**src/rtl/pipes_pkg.sv**
```systemverilog
// Shared bus types and constants for the core-side memory arbiter.
package pipes;

  localparam int CBUS_ADDR_W = 64;
  localparam int CBUS_DATA_W = 64;

  // Size code used for every instruction fetch (4 bytes).
  localparam logic [2:0] MSIZE4 = 3'b010;

  typedef enum logic {
    IDLE = 1'b0,
    BUSY = 1'b1
  } arb_state_t;

  typedef struct packed {
    logic [CBUS_ADDR_W-1:0]   addr;
    logic [2:0]               size;
    logic [CBUS_DATA_W/8-1:0] strobe;
    logic [CBUS_DATA_W-1:0]   data;
  } cbus_req_t;

  typedef struct packed {
    logic                   ready;
    logic                   last;
    logic [CBUS_DATA_W-1:0] data;
  } cbus_resp_t;

endpackage

```
**src/rtl/core_bus_arbiter_arb_select.sv**
```systemverilog
// Combinational priority / starvation decision between fetch and data buses.
module arb_select #(
  parameter int MAX_CONSEC = 4
) (
  input  logic       ireq_valid,
  input  logic       dreq_valid,
  input  logic [3:0] consec,
  output logic       grant_valid,
  output logic       grant_owner,
  output logic [3:0] consec_nxt
);
  import pipes::*;

  localparam logic [3:0] MAX_C = 4'(MAX_CONSEC);

  // Data bus wins unless it has already taken MAX_CONSEC grants over a waiting fetch.
  always_comb begin
    grant_valid = 1'b0;
    grant_owner = 1'b0;
    consec_nxt  = consec;
    case ({ireq_valid, dreq_valid})
      2'b10: begin
        grant_valid = 1'b1;
        grant_owner = 1'b0;
        consec_nxt  = 4'd0;
      end
      2'b01: begin
        grant_valid = 1'b1;
        grant_owner = 1'b1;
        consec_nxt  = consec;
      end
      2'b11: begin
        grant_valid = 1'b1;
        if (consec < MAX_C) begin
          grant_owner = 1'b1;
          consec_nxt  = consec + 4'd1;
        end else begin
          grant_owner = 1'b0;
          consec_nxt  = 4'd0;
        end
      end
      default: begin
        grant_valid = 1'b0;
        grant_owner = 1'b0;
        consec_nxt  = consec;
      end
    endcase
  end

endmodule

```
**src/rtl/core_bus_arbiter.sv**
```systemverilog
// Shares one memory port between instruction-fetch and data buses, one transaction at a time.
module core_bus_arbiter #(
  parameter int ADDR_W     = 64,
  parameter int DATA_W     = 64,
  parameter int MAX_CONSEC = 4
) (
  input  logic                clk,
  input  logic                reset,
  input  logic                ireq_valid,
  input  logic [ADDR_W-1:0]   ireq_addr,
  output logic                iresp_data_ok,
  output logic [31:0]         iresp_data,
  input  logic                dreq_valid,
  input  logic [ADDR_W-1:0]   dreq_addr,
  input  logic [2:0]          dreq_size,
  input  logic [DATA_W/8-1:0] dreq_strobe,
  input  logic [DATA_W-1:0]   dreq_data,
  output logic                dresp_data_ok,
  output logic [DATA_W-1:0]   dresp_data,
  output logic                creq_valid,
  output logic                creq_is_write,
  output logic [ADDR_W-1:0]   creq_addr,
  output logic [2:0]          creq_size,
  output logic [DATA_W/8-1:0] creq_strobe,
  output logic [DATA_W-1:0]   creq_data,
  input  logic                cresp_ready,
  input  logic                cresp_last,
  input  logic [DATA_W-1:0]   cresp_data
);
  import pipes::*;

  arb_state_t          state_r;
  arb_state_t          state_nxt_s;
  logic                owner_r;
  logic [3:0]          consec_r;
  logic [ADDR_W-1:0]   addr_r;
  logic [2:0]          size_r;
  logic [DATA_W/8-1:0] strobe_r;
  logic [DATA_W-1:0]   data_r;

  logic                grant_valid_s;
  logic                grant_owner_s;
  logic [3:0]          consec_nxt_s;
  logic                done_s;
  logic                take_s;

  arb_select #(.MAX_CONSEC(MAX_CONSEC)) u_sel (
    .ireq_valid  (ireq_valid),
    .dreq_valid  (dreq_valid),
    .consec      (consec_r),
    .grant_valid (grant_valid_s),
    .grant_owner (grant_owner_s),
    .consec_nxt  (consec_nxt_s)
  );

  // State register; reset drops any in-flight transaction.
  always_ff @(posedge clk or posedge reset) begin
    if (reset) begin
      state_r <= IDLE;
    end else begin
      state_r <= state_nxt_s;
    end
  end

  // Next state and response routing; data_ok is a same-cycle pass-through of the last beat.
  always_comb begin
    state_nxt_s   = state_r;
    done_s        = 1'b0;
    take_s        = 1'b0;
    case (state_r)
      IDLE: begin
        if (grant_valid_s) begin
          take_s      = 1'b1;
          state_nxt_s = BUSY;
        end else begin
          state_nxt_s = IDLE;
        end
      end
      BUSY: begin
        if (cresp_ready && cresp_last) begin
          done_s      = 1'b1;
          state_nxt_s = IDLE;
        end else begin
          state_nxt_s = BUSY;
        end
      end
      default: begin
        state_nxt_s = IDLE;
      end
    endcase

    creq_valid    = (state_r == BUSY);
    creq_is_write = |strobe_r;
    creq_addr     = addr_r;
    creq_size     = size_r;
    creq_strobe   = strobe_r;
    creq_data     = data_r;
    iresp_data_ok = done_s & ~owner_r;
    dresp_data_ok = done_s & owner_r;
    if (done_s && !owner_r) begin
      iresp_data = cresp_data[31:0];
    end else begin
      iresp_data = 32'd0;
    end
    if (done_s && owner_r) begin
      dresp_data = cresp_data;
    end else begin
      dresp_data = {DATA_W{1'b0}};
    end
  end

  // Latch the winning request, its owner and the starvation count on a grant.
  always_ff @(posedge clk or posedge reset) begin
    if (reset) begin
      owner_r  <= 1'b0;
      consec_r <= 4'd0;
      addr_r   <= {ADDR_W{1'b0}};
      size_r   <= 3'd0;
      strobe_r <= {(DATA_W/8){1'b0}};
      data_r   <= {DATA_W{1'b0}};
    end else if (take_s) begin
      owner_r  <= grant_owner_s;
      consec_r <= consec_nxt_s;
      if (grant_owner_s) begin
        addr_r   <= dreq_addr;
        size_r   <= dreq_size;
        strobe_r <= dreq_strobe;
        data_r   <= dreq_data;
      end else begin
        addr_r   <= ireq_addr;
        size_r   <= MSIZE4;
        strobe_r <= {(DATA_W/8){1'b0}};
        data_r   <= {DATA_W{1'b0}};
      end
    end
  end

endmodule

```
**config.mk**
```make
export PLATFORM = sky130hd
export DESIGN_NAME = core_bus_arbiter
export DESIGN_NICKNAME = d
export VERILOG_FILES = /design/src/rtl/pipes_pkg.sv /design/src/rtl/core_bus_arbiter_arb_select.sv /design/src/rtl/core_bus_arbiter.sv
export SDC_FILE = /design/constraint.sdc
export NUM_CORES = 1
export LEC_CHECK = 0
export ABC_AREA = 0
export BUFFER_PORTS_ARGS = -buffer_cell sky130_fd_sc_hd__clkbuf_2
export CAP_MARGIN = 5
export CORE_AREA = 5 5 194 196
export DETAILED_ROUTE_END_ITERATION = 10
export DIE_AREA = 0 0 199 201
export SLEW_MARGIN = 20
export SYNTH_ARGS = -nofsm -noshare
export SYNTH_HDL_FRONTEND = slang
export SYNTH_SLANG_ARGS = --single-unit
```
**constraint.sdc**
```tcl
create_clock -name clk -period 4.34 [get_ports clk]
set_clock_uncertainty 0.1 [all_clocks]
set_input_delay 0.434 -clock clk [delete_from_list [all_inputs] [get_ports clk]]
set_output_delay 0.434 -clock clk [all_outputs]
set_load 0.1 [all_outputs]
```
==> out/summary.txt, run 1 <==
status: completed
# setup viols final: 0
Core Region: 35900 um^2
H-tree depth: 4
Critical Path Source: creq_valid
pre-CTS WS: 1.47 ns
clk buf depth: 2
Die Wd: 199 um
post_cts resized: 0
TNS Setup: 0 ns
drt pass-1 iters: 4
first-pass GRT wire length: 45700 um
Via density: 4.41
HP Class: in -> async
dominant synthesized flop cell: dfrtp_1
vias in the first global route: 7321
Area Growth Syn to Fin: 51.3%
CTS tree: done
Slew Limit Headroom: 35.4%
initial antenna violation count: 4
DRC marker count from the first detailed-route iteration: 353
commonest non-fill, non-tap cells in the layout: 510 x clkbuf_2, 145 x dfrtp_1, 133 x nand2_1
wire length per cell: 19.4 um
final worst slack: 1.24 ns
Root Buffer: clkbuf_16
most common cell after layout, fill and taps aside: clkbuf_2
GPL Wtd Cong: 0.869
RSZ-0062 raised after global routing: no
Post-CTS Repair Setup Buffers: 0
Worst EP required: 3.81 ns
fill count: 3890
Worst-path clk slew: 0.07 ns
grt ovf: 0
Post-synth EDFFs: 0
area of the multi-input gates: 2810 um^2
fin crit share: 71.5%
startpoint types: flop
Final Hold Viols: 0
gr usage total: 15.0%
Cell variety after synth: 27
IO Pins: 512
Post-Place Cell Area: 9710 um^2
vias post-DR: 7144
I/O Buffers: 511
Site Rows: 70
YS warnings: 0
Num CTS Buffers: 17
Crit Path Max Fanout: 65
Seq cells post-synth: 145
layout cells sized above 1: 48.5%
largest net degree at the start of global routing: 146
post-route ant nets: 0
half-perimeter wire length after placement: 24400 um
Layout Nets: 1414
Mapped Cells: 670
Sequential cell area: 3630 um^2
clk sink count: 145
Starting Density: 18.8%
maxcap violations: 0
asr flop ratio synth: 100%
syn_nets: 944
Synth top area share: 53.7%
crit path time final: 3.10 ns
Worst-Margin Slew: 0.967 ns
Critical Path AT: 2.57 ns
critical path start-end classification: reg -> out
clock latency on the worst-skew pair: 0.42 ns
Hold Buf Count CTS: 0
Post-Syn Area: 6760 um^2
top post-synthesis cells by area: dfrtp_1 54%, a22o_1 9.7%, and2_1 9.1%, nand2_1 7.4%, o211ai_1 7.1%
post-synth top area cell: dfrtp_1
Fmax: 0.322 GHz
sequential area share after synthesis: 53.7%
DIE AREA: 40000 um^2
fin area: 10200 um^2
DRC errors left: 0
final slew viol count: 0
drt total wl: 31400 um
Die H: 201 um
syn_area_per_cell: 10.1 um^2
origin of the critical flop-to-flop path: consec_r[2]
crit end category: output port
[flip-flops by register name, summed over array words and instances (netlist names)]
signal	cells
creq_data	64
creq_addr	64
owner_r	1
creq_strobe	8
creq_size	3
creq_valid	1
consec_r	4
[cell usage after synthesis, types with 2 or more instances]
cell and number:
nor4_1 2, nor2_1 4, buf_6 5, dfrtp_1 145, nand4_1 64, buf_1 6
a22o_1 75, buf_2 36, o211ai_1 64, and2_1 98, clkbuf_1 20, nand2_1 133
inv_1 4
[worst paths after layout]
kind	to	slack (ns)	depth (start not counted)
max in group asynchronous	consec_r[0]	3.34	3
max	dresp_data[28]	1.24	4
min	creq_data[33]	0.09	3
min in group clk	creq_data[24]	0.12	2
min reg2reg	consec_r[1]	0.39	2
max reg2reg	creq_data[38]	1.85	5
[kinds of logic after synthesis]
group	Yosys count	share of synthesized area (%)
mux	1	0.167
fa+ha+maj	1	0.185
flops	145	53.7
compound gates	145	17.4
buf+inv	73	5.35
simple gates	305	23.2
[per-layer routing]
metal / routed length [um] / share of wire (%) / vias to the layer above / global-route usage, %
met5: 0 / 0 / - / 0
met4: 720 / 2.3 / 0 / 4.49
met3: 2770 / 8.8 / 25 / 4.65
met2: 16000 / 51 / 368 / 26.8
met1: 11900 / 38 / 3424 / 17.0
li1: - / - / 3327 / -
[critical path: stages (launching register included)]
cell	delay, ns
dfrtp_1	0.46
nand3_1	0.19
nor2_4	0.76
and2_1	0.24
clkbuf_2	0.46
[stage by stage]
step	utilization, %	cells	hold WS [ns]
final	28.5	1620	0.0884
after global routing	28.5	1620	0.0894
after CTS	28.4	1617	0.0831
after detailed placement	27.1	1588	0.384
after global placement	27.1	1588	0.365
after floorplan	-	670	0.353
[cell type report]
type                            instances  area share [%]
Antenna cell                            2          0.0489
Clock buffer                           18            4.19
Clock inverter                         11           0.697
Inverter                                4           0.183
Multi-Input combinational cell        452            27.5
Sequential cell                       145            35.5
Tap cell                              468            5.72
Timing Repair Buffer                  520            26.2
Power of run 1 is left out: the tool's default activity adds up to more than one toggle a clock period on the data nets, which glitch-free logic cannot reach.
==> inputs of run 2 (changes only) <==
--- a/config.mk
+++ b/config.mk
@@ -8,9 +8,9 @@
 export ABC_AREA = 0
 export BUFFER_PORTS_ARGS = -buffer_cell sky130_fd_sc_hd__clkbuf_2
 export CAP_MARGIN = 5
-export CORE_AREA = 5 5 194 196
+export CORE_AREA = 5 5 195 197
 export DETAILED_ROUTE_END_ITERATION = 10
-export DIE_AREA = 0 0 199 201
+export DIE_AREA = 0 0 200 202
 export SLEW_MARGIN = 20
 export SYNTH_ARGS = -nofsm -noshare
 export SYNTH_HDL_FRONTEND = slang
==> constraint.sdc (replaced) <==
create_clock -name clk -period 3 [get_ports clk]
set_clock_uncertainty 0.1 [all_clocks]
set_input_delay 0.3 -clock clk [delete_from_list [all_inputs] [get_ports clk]]
set_output_delay 0.3 -clock clk [all_outputs]
set_load 0.1 [all_outputs]
==> out/summary.txt, run 2 (same netlist as run 1, synthesis figures left out) <==
status: completed
Fmax: 0.363 GHz
vias post-DR: 7647
Via density: 4.34
critical path start-end classification: in -> out
half-perimeter wire length after placement: 21800 um
Final Hold Viols: 0
Worst-Margin Slew: 0.866 ns
commonest non-fill, non-tap cells in the layout: 443 x clkbuf_2, 145 x dfrtp_1, 133 x nand2_1
post_cts resized: 0
Site Rows: 70
DIE AREA: 40400 um^2
DRC marker count from the first detailed-route iteration: 329
drt total wl: 30000 um
gr usage total: 14.0%
clk sink count: 145
most common cell after layout, fill and taps aside: clkbuf_2
DRC errors left: 0
fin crit share: 91.8%
number of diodes: 0
HP Start: ireq_addr[59]
Starting Density: 18.7%
crit end category: output port
Area Growth Syn to Fin: 82.6%
fill count: 3576
vias in the first global route: 8084
HP Class: in -> reg
IO Pins: 512
drt pass-1 iters: 4
clock latency on the worst-skew pair: 0.44 ns
final slew viol count: 0
Core Region: 36100 um^2
CTS tree: done
Num CTS Buffers: 17
first-pass GRT wire length: 44800 um
layout cells sized above 1: 45.5%
Critical Path AT: 2.35 ns
I/O Buffers: 511
origin of the critical flop-to-flop path: consec_r[2]
grt ovf: 0
Hold WS: 0.0304 ns
H-tree depth: 4
# setup viols final: 0
Root Buffer: clkbuf_16
Critical Path Source: cresp_last
Die H: 202 um
startpoint types: primary input
Crit Path Max Fanout: 65
Worst-path clk slew: 0.07 ns
initial antenna violation count: 2
wire length per cell: 17.0 um
Die Wd: 200 um
clk buf depth: 2
TNS Setup: 0 ns
fin area: 12300 um^2
Slew Limit Headroom: 42.3%
GPL Wtd Cong: 0.840
maxcap violations: 0
Layout Nets: 1553
Worst EP required: 2.60 ns
crit path time final: 2.75 ns
RSZ-0062 raised after global routing: no
Post-Place Cell Area: 10500 um^2
largest net degree at the start of global routing: 77
post-route ant nets: 0
[run 2: area by class of cell]
class                   count  area (um^2)  area share (%)
clock buffers              17          425            3.44
clock inverters            15          160            1.30
inverters                   4         18.8           0.152
multi-input cells         452         2830            22.9
flip-flops and latches    145         3630            29.4
well taps                 468          586            4.74
repair buffers            659         4700            38.1
[run 2: final timing paths]
kind                                       end  cells past startpoint  slack, ns
worst max-delay path            dresp_data[54]                      7       0.25
worst min-delay path             creq_addr[59]                      3       0.03
worst max register to register   creq_addr[52]                      4       1.05
worst min register to register   creq_addr[29]                      2       0.40
max in group asynchronous          consec_r[3]                      4       1.76
min in group asynchronous        creq_data[47]                      3       0.32
[run 2: timing repair]
item / CTS / global route
hold buffers: 130 / 0
endpoints found under the hold margin: 143 / 0
setup buffers: 0 / 0
[run 2: worst max-delay path, stage by stage]
cell	delay (ns)
dlygate4sd3_1	0.53
clkbuf_2	0.11
nand3_1	0.18
nor2_2	0.14
buf_4	0.41
and2_2	0.22
clkbuf_2	0.45
[run 2: per-stage QoR]
step           std cells  util, %  setup WS (ns)
6_report            1760     34.2          0.246
5_1_grt             1760     34.2         0.0215
4_1_cts             1760     34.2          0.128
3_5_place_dp        1598     29.0          0.633
3_3_place_gp        1598     29.0          0.717
2_1_floorplan        670        -          0.103
[run 2: metal layers]
metal / wire length (um) / up-vias / track usage (%)
met5: 27 / - / 0
met4: 851 / 4 / 5.68
met3: 2690 / 45 / 4.37
met2: 14600 / 362 / 23.3
met1: 11800 / 3621 / 16.7
li1: - / 3615 / -
Power of run 2 is left out for the same reason.
==> inputs of run 3 (changes only) <==
--- a/config.mk
+++ b/config.mk
@@ -8,10 +8,11 @@
 export ABC_AREA = 0
 export BUFFER_PORTS_ARGS = -buffer_cell sky130_fd_sc_hd__clkbuf_2
 export CAP_MARGIN = 5
-export CORE_AREA = 5 5 195 197
+export CORE_AREA = 5 5 197 199
 export DETAILED_ROUTE_END_ITERATION = 10
-export DIE_AREA = 0 0 200 202
+export DIE_AREA = 0 0 202 204
 export SLEW_MARGIN = 20
 export SYNTH_ARGS = -nofsm -noshare
 export SYNTH_HDL_FRONTEND = slang
+export SYNTH_HIERARCHICAL = 1
 export SYNTH_SLANG_ARGS = --single-unit
==> out/summary.txt, run 3 <==
clk sink count: 145
GPL Wtd Cong: 0.856
Via density: 4.03
TNS Setup: 0 ns
commonest non-fill, non-tap cells in the layout: 505 x clkbuf_2, 145 x dfrtp_1, 100 x mux2_2
critical path start-end classification: in -> out
layout cells sized above 1: 57.3%
Synth top cells by count: 145 x dfrtp_1, 100 x mux2_2, 97 x and2_1, 79 x inv_1
Critical Path AT: 2.35 ns
Buf/Inv on CP: 4
leakage: 6.32 nW
syn_area_per_cell: 11.4 um^2
Seq cells post-synth: 145
HP Class: in -> reg
Mapped Cells: 662
cell family with most CP delay: buffers and inverters
gr usage total: 14.9%
# setup viols final: 0
CP peak stage delay: 0.56 ns
slowest CP cell: dlygate4sd3_1
Starting Density: 20.4%
sequential area share after synthesis: 48.0%
logic gate share of total power: 54.4%
Post-CTS Repair Setup Buffers: 0
final slew viol count: 0
H-tree depth: 4
P_sw: 6.07 mW
status: completed
maxcap violations: 0
clock latency on the worst-skew pair: 0.43 ns
DIE AREA: 41200 um^2
CTS tree: done
HP Start: dreq_data[31]
most common cell after layout, fill and taps aside: clkbuf_2
fin crit share: 91.6%
Hold EP: creq_data[31]
drt pass-1 iters: 4
clock power share: 20.7%
VDD IR max: 0.000671 V
DRC marker count from the first detailed-route iteration: 236
drt total wl: 31600 um
Synth top area share: 48.0%
WHS Path Cells: 3
final core area utilization: 32.6%
grt ovf: 0
most common cell in the netlist: dfrtp_1
post-route ant nets: 0
Num CTS Buffers: 17
Post-synth EDFFs: 0
crit end category: output port
switch share: 55.1%
Die Wd: 202 um
half-perimeter wire length after placement: 25400 um
Worst-Margin Slew: 0.643 ns
DRC errors left: 0
Seq pwr share: 24.9%
worst path cell trace: dlygate4sd3_1 -> clkbuf_2 -> and4_2 -> buf_4 -> and2_2 -> clkbuf_2
RSZ-0062 raised after global routing: no
Cell variety after synth: 25
Crit Path Max Fanout: 65
I/O Buffers: 511
Post-Syn Area: 7560 um^2
asr flop ratio synth: 100%
top post-synthesis cells by area: dfrtp_1 48%, mux2_2 15%, mux2i_1 9.9%, and2_1 8.0%, mux2_4 6.8%
Fmax: 0.364 GHz
post-synth top area cell: dfrtp_1
cell mode on critical path: clkbuf_2
first-pass GRT wire length: 46500 um
Site Rows: 71
origin of the critical flop-to-flop path: consec_r[3]
Final Hold Viols: 0
R2R depth: 5
syn_nets: 936
vias in the first global route: 7498
largest net degree at the start of global routing: 84
Slew Limit Headroom: 57.3%
total power: 11.0 mW
startpoint types: primary input
vias post-DR: 6968
Int Power: 4.96 mW
Worst EP required: 2.60 ns
Layout Nets: 1515
IO Pins: 512
clk buf depth: 2
Worst-path clk slew: 0.06 ns
Area Growth Syn to Fin: 59.9%
pwr dens: 912 nW/um^2
reg2reg end: creq_addr[47]
initial antenna violation count: 8
Root Buffer: clkbuf_16
Die H: 204 um
R2R setup slack: 0.82 ns
Core Region: 37000 um^2
wire length per cell: 18.3 um
YS warnings: 6
dominant synthesized flop cell: dfrtp_1
crit path time final: 2.75 ns
-- run 3: power by group through the flow --
stage	combinational [mW]	sequential (mW)	clock [mW]
floorplan	1.42	6.21	0
global placement	5.93	2.76	0
detailed placement	5.97	2.77	0
CTS	6.05	2.75	2.36
global route	6.20	2.81	2.44
finish	6.00	2.75	2.28
-- run 3: cell type report --
type	count	area, um^2
Antenna cell	3	7.51
Inverter	79	300
Tap cell	474	593
Timing Repair Buffer	602	3510
Fill cell	3785	25000
Sequential cell	145	3630
Clock buffer	19	433
Multi-Input combinational cell	396	3420
Clock inverter	13	186
-- run 3: stage by stage --
stage          setup slack [ns]  cells  area (um^2)  hold slack, ns
2_1_floorplan             0.150    662         7590           0.303
3_3_place_gp              0.748   1623        10700           0.359
3_5_place_dp              0.806   1623        10700           0.348
4_1_cts                   0.270   1728        12100         0.00482
5_1_grt                   0.170   1730        12100          0.0357
6_report                  0.252   1731        12100          0.0280
-- run 3: worst register-to-register path: stages, from the launching register on --
cell and delay (ns):
dfrtp_1 0.39, o21ai_0 0.19, and2_4 0.44, buf_12 0.30, mux2_2 0.38, mux2_2 0.27
-- run 3: layer usage --
layer / GRT usage (%) / wire [um] / vias up
li1: - / - / 3297
met1: 15.6 / 11300 / 3335
met2: 28.0 / 17000 / 288
met3: 4.79 / 2360 / 46
met4: 5.37 / 933 / 2
met5: 0 / 13 / -
-- run 3: what timing repair did --
| action | 4_1_cts | 5_1_grt |
|---|---|---|
| endpoints found under the hold margin | 216 | 0 |
| endpoints found under the setup margin | 0 | 0 |
| resized for setup | 0 | 0 |
| hold buffers | 73 | 0 |
-- run 3: kinds of logic (layout without fill, tap and decap cells) --
| family | count (synthesis) | count (layout) | share of synthesized area (%) |
|---|---|---|---|
| AO/OA/AOI/OAI | 4 | 4 | 0.314 |
| AND/OR/NAND/NOR | 182 | 182 | 12.8 |
| buffers and inverters | 121 | 713 | 7.15 |
| other | 0 | 3 | 0 |
| adder cells (fa/ha/maj) | 1 | 1 | 0.165 |
| flip-flops | 145 | 145 | 48.0 |
| multiplexers | 209 | 209 | 31.6 |
-- run 3: worst max path at each step --
stage,from,end,slack (ns),cells past startpoint
2_1_floorplan,creq_valid,iresp_data[22],0.15,3
3_3_place_gp,consec_r[3],creq_addr[62],0.75,5
3_5_place_dp,consec_r[3],creq_addr[62],0.81,5
4_1_cts,cresp_ready,dresp_data[59],0.27,6
5_1_grt,cresp_ready,dresp_data[52],0.17,6
6_report,cresp_ready,dresp_data[59],0.25,6
No activity file was read; power rests on OpenSTA's default activity.
